==> config.mk <==
export PLATFORM = sky130hd
export DESIGN_NAME = eth_arp_ctrl
export DESIGN_NICKNAME = d
export VERILOG_FILES = /design/src/rtl/eth_arp_ctrl.sv
export SDC_FILE = /design/constraint.sdc
export NUM_CORES = 1
export LEC_CHECK = 0
export CAP_MARGIN = 20
export CORE_MARGIN = 4
export CORE_UTILIZATION = 45
export CTS_CLUSTER_SIZE = 16
export DETAILED_ROUTE_END_ITERATION = 8
export HOLD_SLACK_MARGIN = 0.12
export PLACE_DENSITY = 0.73
export SLEW_MARGIN = 25
export SYNTH_ARGS = -nofsm -noshare
export SYNTH_HDL_FRONTEND = slang
export SYNTH_SLANG_ARGS = --single-unit
export TNS_END_PERCENT = 50
==> constraint.sdc <==
create_clock -name sys_clk -period 2.7 [get_ports sys_clk]
set_input_delay 0.27 -clock sys_clk [delete_from_list [all_inputs] [get_ports sys_clk]]
set_output_delay 0.27 -clock sys_clk [all_outputs]
set_load 0.01 [all_outputs]
==> src/rtl/eth_arp_ctrl.sv <==
// eth_arp_ctrl: sequences ARP requests/replies for the ARP transmit engine.
// Debounces touch_key, resolves TARGET_IP with timed retries and answers incoming requests.
module eth_arp_ctrl #(
    parameter int unsigned DEB_CYCLES     = 2_500_000,
    parameter int unsigned TIMEOUT_CYCLES = 125_000_000,
    parameter int unsigned MAX_RETRY      = 3,
    parameter logic [31:0] TARGET_IP      = 32'hC0A8_0066,
    parameter logic [47:0] BCAST_MAC      = 48'hFFFF_FFFF_FFFF
) (
    input  logic        sys_clk,
    input  logic        sys_rst_n,
    input  logic        touch_key,
    input  logic        arp_rx_done,
    input  logic        arp_rx_type,
    input  logic [47:0] src_mac,
    input  logic [31:0] src_ip,
    input  logic        tx_done,
    output logic        arp_tx_en,
    output logic        arp_tx_type,
    output logic [47:0] des_mac,
    output logic [31:0] des_ip,
    output logic [47:0] res_mac,
    output logic        res_valid,
    output logic        arp_fail
);
    localparam int DW = $clog2(DEB_CYCLES + 1);
    localparam int TW = $clog2(TIMEOUT_CYCLES + 1);
    localparam int RW = (MAX_RETRY > 0) ? $clog2(MAX_RETRY + 1) : 1;
    localparam logic [DW-1:0] DEB_FULL = DW'(DEB_CYCLES);
    localparam logic [DW-1:0] DEB_LAST = DW'(DEB_CYCLES - 1);
    localparam logic [TW-1:0] TMO_LAST = TW'(TIMEOUT_CYCLES - 1);
    localparam logic [RW-1:0] RET_MAX  = RW'(MAX_RETRY);

    typedef enum logic [2:0] {IDLE, SEND_REQ, WAIT_REQ_TX, WAIT_REPLY, SEND_RPY, WAIT_RPY_TX} state_t;

    state_t          state_q, state_d, ret_q, ret_d;
    logic            key_s1_q, key_s1_d, key_s2_q, key_s2_d, key_prev_q, key_prev_d;
    logic [DW-1:0]   deb_cnt_q, deb_cnt_d;
    logic            pend_req_q, pend_req_d, pend_rpy_q, pend_rpy_d;
    logic [47:0]     rpy_mac_q, rpy_mac_d, des_mac_q, des_mac_d, res_mac_q, res_mac_d;
    logic [31:0]     rpy_ip_q, rpy_ip_d, des_ip_q, des_ip_d;
    logic [TW-1:0]   tmo_q, tmo_d;
    logic [RW-1:0]   retry_q, retry_d;
    logic            tx_type_q, tx_type_d, res_valid_q, res_valid_d, arp_fail_q, arp_fail_d;
    logic            key_chg, key_evt, rx_req, rx_match, ld_req, ld_rpy;

    always_comb begin
        key_s1_d    = touch_key;
        key_s2_d    = key_s1_q;
        key_prev_d  = key_s2_q;
        key_chg     = key_s2_q != key_prev_q;
        // counter holds the number of consecutive cycles at the current level, saturating
        deb_cnt_d   = key_chg ? DW'(1) : (deb_cnt_q == DEB_FULL ? deb_cnt_q : deb_cnt_q + 1'b1);
        key_evt     = key_s2_q && !key_chg && deb_cnt_q == DEB_LAST;
        rx_req      = arp_rx_done && !arp_rx_type;
        rx_match    = arp_rx_done && arp_rx_type && src_ip == TARGET_IP;
        state_d     = state_q;
        ret_d       = ret_q;
        pend_req_d  = pend_req_q | key_evt;
        pend_rpy_d  = pend_rpy_q;
        rpy_mac_d   = rpy_mac_q;
        rpy_ip_d    = rpy_ip_q;
        tmo_d       = tmo_q;
        retry_d     = retry_q;
        tx_type_d   = tx_type_q;
        des_mac_d   = des_mac_q;
        des_ip_d    = des_ip_q;
        res_mac_d   = rx_match ? src_mac : res_mac_q;
        res_valid_d = res_valid_q | rx_match;
        arp_fail_d  = arp_fail_q;
        ld_req      = 1'b0;
        ld_rpy      = 1'b0;
        case (state_q)
            IDLE: begin
                if (pend_rpy_q) begin
                    ld_rpy = 1'b1;
                    ret_d  = IDLE;
                end else if (key_evt || pend_req_q) begin
                    ld_req     = 1'b1;
                    pend_req_d = 1'b0;
                    retry_d    = '0;
                    arp_fail_d = 1'b0;
                end
            end
            SEND_REQ:    state_d = WAIT_REQ_TX;
            WAIT_REQ_TX: begin
                if (tx_done) begin
                    tmo_d   = '0;
                    state_d = WAIT_REPLY;
                end
            end
            WAIT_REPLY: begin
                tmo_d = tmo_q + 1'b1;
                if (rx_match) begin
                    state_d = IDLE;
                end else if (tmo_q == TMO_LAST && retry_q != RET_MAX) begin
                    retry_d = retry_q + 1'b1;
                    ld_req  = 1'b1;
                end else if (tmo_q == TMO_LAST) begin
                    arp_fail_d = 1'b1;
                    state_d    = IDLE;
                end else if (pend_rpy_q) begin
                    ld_rpy = 1'b1;
                    ret_d  = WAIT_REPLY;
                end
            end
            SEND_RPY: begin
                pend_rpy_d = 1'b0;
                state_d    = WAIT_RPY_TX;
            end
            WAIT_RPY_TX: state_d = tx_done ? ret_q : state_q;
            default:     state_d = IDLE;
        endcase
        // frame fields are captured on entry to SEND_* and held until the next one
        if (ld_req) begin
            state_d   = SEND_REQ;
            tx_type_d = 1'b0;
            des_mac_d = BCAST_MAC;
            des_ip_d  = TARGET_IP;
        end
        if (ld_rpy) begin
            state_d   = SEND_RPY;
            tx_type_d = 1'b1;
            des_mac_d = rpy_mac_q;
            des_ip_d  = rpy_ip_q;
        end
        if (rx_req) begin
            pend_rpy_d = 1'b1;
            rpy_mac_d  = src_mac;
            rpy_ip_d   = src_ip;
        end
    end

    always_ff @(posedge sys_clk or negedge sys_rst_n) begin
        if (!sys_rst_n) begin
            state_q     <= IDLE;
            ret_q       <= IDLE;
            key_s1_q    <= 1'b0;
            key_s2_q    <= 1'b0;
            key_prev_q  <= 1'b0;
            deb_cnt_q   <= '0;
            pend_req_q  <= 1'b0;
            pend_rpy_q  <= 1'b0;
            rpy_mac_q   <= '0;
            rpy_ip_q    <= '0;
            tmo_q       <= '0;
            retry_q     <= '0;
            tx_type_q   <= 1'b0;
            des_mac_q   <= BCAST_MAC;
            des_ip_q    <= TARGET_IP;
            res_mac_q   <= '0;
            res_valid_q <= 1'b0;
            arp_fail_q  <= 1'b0;
        end else begin
            state_q     <= state_d;
            ret_q       <= ret_d;
            key_s1_q    <= key_s1_d;
            key_s2_q    <= key_s2_d;
            key_prev_q  <= key_prev_d;
            deb_cnt_q   <= deb_cnt_d;
            pend_req_q  <= pend_req_d;
            pend_rpy_q  <= pend_rpy_d;
            rpy_mac_q   <= rpy_mac_d;
            rpy_ip_q    <= rpy_ip_d;
            tmo_q       <= tmo_d;
            retry_q     <= retry_d;
            tx_type_q   <= tx_type_d;
            des_mac_q   <= des_mac_d;
            des_ip_q    <= des_ip_d;
            res_mac_q   <= res_mac_d;
            res_valid_q <= res_valid_d;
            arp_fail_q  <= arp_fail_d;
        end
    end

    assign arp_tx_en   = state_q == SEND_REQ || state_q == SEND_RPY;
    assign arp_tx_type = tx_type_q;
    assign des_mac     = des_mac_q;
    assign des_ip      = des_ip_q;
    assign res_mac     = res_mac_q;
    assign res_valid   = res_valid_q;
    assign arp_fail    = arp_fail_q;
endmodule
[Word level (Yosys, flattened, before mapping)]
Cells that the tools add are included.
Word-level totals
  bits in registers: 273
  logic and storage cells: 120
  output and inout port bits: 132
Cells by class
  bitwise logic cells: 2
  $add $sub $neg: 3
  equality and inequality tests: 27
  reductions and logical operators: 20
  mux-type cells: 50
Operators with widths (count)
  $mux 48: 2
  $mux 32: 2
  $pmux 27 s2: 1
  $eq 22x22->1 const B: 2
  $mux 22: 2
  $mux 3: 12
  $eq 32x32->1 const B: 1
  $add 27x1->27 const B: 1
  $eq 27x27->1 const B: 1
  $mux 27: 1
  $ne 2x2->1 const B: 12
  $add 22x1->22 const B: 1
  $mux 1: 20
  $pmux 3 s6: 1
  $reduce_and 6->1: 2
  $ne 5x5->1 const B: 2
  $reduce_and 5->1: 2
  $mux 2: 4
  $ne 4x4->1 const B: 2
  $reduce_bool 2->1: 4
  $eq 3x2->1 const B: 2
  $eq 3x3->1 const B: 2
  $logic_and 1x1->1: 6
  $pmux 1 s2: 3
  11 further kinds: 14

[Longest topological paths before layout]
  word-level depth: 10
  gate-level depth with buffers: 9
  mapped depth without buffers: 6

[Worst setup path before layout]
No wires, ideal clock.
  kind: register -> register
  from: register tmo_q[15]
  to: register des_ip_q[29], in the netlist des_ip[29]
  arrival: 2786 ps
  setup time: 127 ps
  setup slack: -214 ps
  required time: 2573 ps
  cell stages (with the launch flop): 9
  buffers on the path: 3
  cells stage by stage: dfrtp_1 > buf_2 > or4b_1 > or4_1 > or4_4 > a32oi_2 > buf_6 > buf_12 > mux2_1
On the way
  longest elaborated chain between the ends: 6
RTL lines
  from (decl): line 42  | logic [TW-1:0] tmo_q, tmo_d;
  from (signal assigned): line 165  | tmo_q <= tmo_d;
  $eq 27x27->1 (*): line 96, 99
  $mux 1 or $logic_and 1x1->1 (tied branches): line 99, 96
  $mux 1: line 96  | end else if (tmo_q == TMO_LAST && retry_q != RET_MAX) begin
  $mux 1: line 94  | if (rx_match) begin
  $pmux 1 s2: line 73  | case (state_q)
  $mux 32 or $reduce_bool 2->1 (tied branches)
  to (signal assigned): line 169  | des_ip_q <= des_ip_d;
  to (decl): line 41  | logic [31:0] rpy_ip_q, rpy_ip_d, des_ip_q, des_ip_d;
Mark *: on every way between the ends. The rest lies on a longest branch, timed or not.
A chain may end at the register's enable or synchronous reset.

[Worst setup path after layout]
  from: register tmo_q[19]
  to: register des_ip_q[3], in the netlist des_ip[3]
The elaborated chain is that of the path after synthesis.

==> summary.md <==
| Metric | Value |
|---|---|
| Met1 wire length | `13.58 mm` |
| Gr ovfl total | `0` |
| Post-layout nets | `1407` |
| Hold Fails Final Rpt | `0` |
| WL/cell | `19.27 um` |
| Comb pwr share | `34.0%` |
| RSZ-0062 raised after global routing | `yes` |
| Tmin final | `2861 ps` |
| Drt pass-1 iters | `5` |
| Met3 WL | `2.616 mm` |
| P_sw | `4.649 mW` |
| Max-cap check violation count | `0` |
| Hold Crit Depth | `1` |
| FMAX | `349.5 MHz` |
| Family with the most delay on the worst path | `simple AND/OR/NAND/NOR gates` |
| Post-synth EDFFs | `0` |
| Vias | `9146` |
| Initial Util | `46.22%` |
| Placed Instances | `1616` |
| Rows | `59` |
| Lkg Pwr | `7.266 nW` |
| Switching Fraction | `30.31%` |
| Relative slew slack | `53.23%` |
| Fin. max-slew vios | `0` |
| Vias in the first global route | `9675` |
| Placed inst area | `15130 sq um` |
| # H-tree levels | `1` |
| Core box area | `26280 sq um` |
| Worst-margin pin slew | `701.6 ps` |
| Hold endpoint | `key_s1_q$_DFF_PN0_` |
| Yosys top cell area share | `44.09%` |
| Non-Filler Instances | `1674` |
| First-iteration detailed-routing DRC count | `543` |
| Crit end category | `register` |
| Hold Path Class | `in -> reg` |
| Final worst slack | `-161.4 ps` |
| Uppermost layer routed | `met4` |
| Worst path bufs/invs | `1` |
| Post-route DRC | `0` |
| Worst path cell trace | `or4_4 -> or4_4 -> or4_4 -> a32oi_4 -> buf_12 -> mux2_2` |
| Dpl hpwl | `21.66 mm` |
| Setup violators final | `78` |
| Share of cells above drive strength 1 | `21.73%` |
| Status | `complete, but fails checks` |
| Crit share post-route | `106.0%` |
| Asr flop ratio synth | `100.0%` |
| Crit-path max cell delay | `520 ps` |
| VDD IR max | `0.0006845 V` |
| Worst R2R Path Depth | `6` |
| Syn_area_per_cell | `11.39 sq um` |
| Worst-skew pair later-pin latency | `550 ps` |
| Ys Warns | `0` |
| Initial antenna violation count | `0` |
| Finished Core Util | `61.81%` |
| DP Worst Slack | `-278.9 ps` |
| Final WL | `32.26 mm` |
| Clock Skew | `10.61 ps` |
| Die Height | `172.3 um` |
| Clock Path Buffers | `3` |
| CP Class | `reg -> reg` |
| Reg2reg start | `tmo_q[19]$_DFFE_PN0P_` |
| Post-route setup TNS | `-6570 ps` |
| Number of library cell types mapped by synthesis | `55` |
| Yosys top cell by area | `dfrtp_1` |
| FF-to-FF End | `des_ip[3]$_DFFE_PN0P_` |
| Post-synth top cells | `dfrtp_1 (214), inv_1 (93), o21ai_0 (92)` |
| Total power | `15.34 mW` |
| Port Buffers | `217` |
| Wire length on met2 | `15.32 mm` |
| Most frequent cell after synthesis | `dfrtp_1` |
| Die area | `29690 sq um` |
| Hold path startpoint | `touch_key` |
| GRT Total Usage | `21.49%` |
| Slowest CP cell | `or4_4` |
| Arrival time of the worst setup path | `3290 ps` |
| Clock root buffer | `clkbuf_16` |
| Vias per cell | `5.464` |
| Gp weighted congestion | `0.8539` |
| Top_reg_cell synth | `dfrtp_1` |
| Syn Nets | `1157` |
| Largest net degree at the start of global routing | `118` |
| First-pass GRT wire length | `51.87 mm` |
| Reg2Reg Setup Slack | `-160 ps` |
| # diodes | `0` |
| Antenna-violating nets left | `0` |
| Worst setup SP type | `register` |
| Buffer count from post-CTS setup fixing | `0` |
| Seq pwr share | `38.9%` |
| Io pins | `218` |
| Sequential area share after synthesis | `56.42%` |
| Worst-path clk slew | `60 ps` |
| Pwr dens | `944.4 nW/um^2` |
| Internal power | `10.69 mW` |
| CP Max Fanout | `28` |
| Design area | `16240 sq um` |
| Top cells by area, synth | `dfrtp_1 (44%), dfstp_2 (12%), mux2_2 (6.8%)` |
| CP required | `3130 ps` |
| Area Overhead vs Synth | `33.72%` |
| Clock power share | `27.1%` |
| CTS tree | `done` |
| Clk sinks | `271` |
| Failing checks | `negative setup slack` |
| Top cell by count, worst path | `or4_4` |
| DIE WIDTH | `172.3 um` |
| TritonCTS Buffers | `29` |
| Hold WS | `178.4 ps` |
| Netlist Area Pre-Place | `12150 sq um` |
| Post-Synthesis Cells | `1066` |
| Synthesized flop and latch total | `271` |
[sequential cells by signal, indices dropped and copies added (netlist names)]
| name | count |
|---|---|
| tmo_q | 27 |
| des_mac | 48 |
| state_q | 3 |
| retry_q | 2 |
| key_s1_q | 1 |
| pend_req_q | 1 |
| arp_fail | 1 |
| key_prev_q | 1 |
| arp_tx_type | 1 |
| key_prev_d | 1 |
| ret_q | 1 |
| deb_cnt_q | 22 |
| rpy_ip_q | 32 |
| res_valid | 1 |
| des_ip | 32 |
| rpy_mac_q | 48 |
| pend_rpy_q | 1 |
| res_mac | 48 |
[kinds of logic after synthesis]
family	after synthesis	share of synthesized area (%)
buffers and inverters	167	5.943
XOR/XNOR	19	1.370
multiplexers	158	14.61
flip-flops	271	56.42
AND/OR/NAND/NOR	234	10.01
AO/OA/AOI/OAI	212	11.14
adder cells (fa/ha/maj)	5	0.5150
[layer usage]
layer	vias to the layer above	track usage, %
li1	4256	-
met1	4554	28.35
met2	282	35.16
met3	54	6.653
met4	0	4.887
met5	-	0
[worst register-to-register path, cell delays in order, from the launching register on]
cell and delay (ps):
dfrtp_1 370, or4_4 520, or4_4 480, or4_4 460
a32oi_4 260, buf_12 280, mux2_2 380
[cells in the final DEF (no fill, tap or decap), types with 6 or more instances in the layout]
master / instances
buf_12: 14
dfstp_2: 57
buf_4: 54
a31oi_1: 7
o21ai_0: 92
nor2_1: 37
dfrtp_1: 214
clkinv_2: 6
mux2_2: 73
clkdlybuf4s50_1: 216
nor4b_1: 7
a21oi_1: 8
o31ai_1: 7
nor4bb_1: 6
and4_1: 8
mux2_4: 21
nor4_1: 9
nand4_1: 19
inv_1: 93
a211oi_1: 80
xnor2_1: 10
nand2_1: 89
mux2i_1: 63
xor2_1: 9
nand3_1: 20
clkbuf_16: 31
[how the worst max path moves through the flow]
stage                                      from                 endpoint  depth (start not counted)
after detailed placement             src_ip[31]  des_mac[13]$_DFFE_PN1P_                          9
after CTS                 tmo_q[19]$_DFFE_PN0P_    des_ip[0]$_DFFE_PN0P_                          6
final                     tmo_q[19]$_DFFE_PN0P_    des_ip[3]$_DFFE_PN0P_                          6
after floorplan           tmo_q[19]$_DFFE_PN0P_   des_ip[10]$_DFFE_PN0P_                          7
after global routing      tmo_q[19]$_DFFE_PN0P_   des_mac[1]$_DFFE_PN1P_                          7
after global placement               src_ip[31]   des_mac[2]$_DFFE_PN1P_                          9
[area by class of cell]
| class | instances | area [sq um] |
|---|---|---|
| inverter | 93 | 349.1 |
| timing repair buffer | 293 | 2983 |
| clock inverter | 17 | 206.4 |
| multi-input combinational | 628 | 4627 |
| fill | 2076 | 10040 |
| tap | 335 | 419.2 |
| sequential | 271 | 6853 |
| clock buffer | 37 | 805.8 |
[repair_timing]
item / in CTS / in global routing
hold buffers: 1 / 0
hold endpoints to repair: 66 / 0
setup endpoints to repair: 77 / 83
gates cloned: 0 / 3
gates resized for setup: 2 / 6
[power by group through the flow]
stage | Clock (mW) | Combinational (mW) | Sequential, mW
6_report | 4.16 | 5.22 | 5.97
5_1_grt | 4.42 | 5.65 | 6.10
4_1_cts | 4.26 | 5.09 | 5.97
3_5_place_dp | 0 | 5.05 | 6.02
3_3_place_gp | 0 | 4.93 | 5.98
2_1_floorplan | 0 | 2.57 | 6.18
Note: power is estimated with default switching activity, not from simulation.
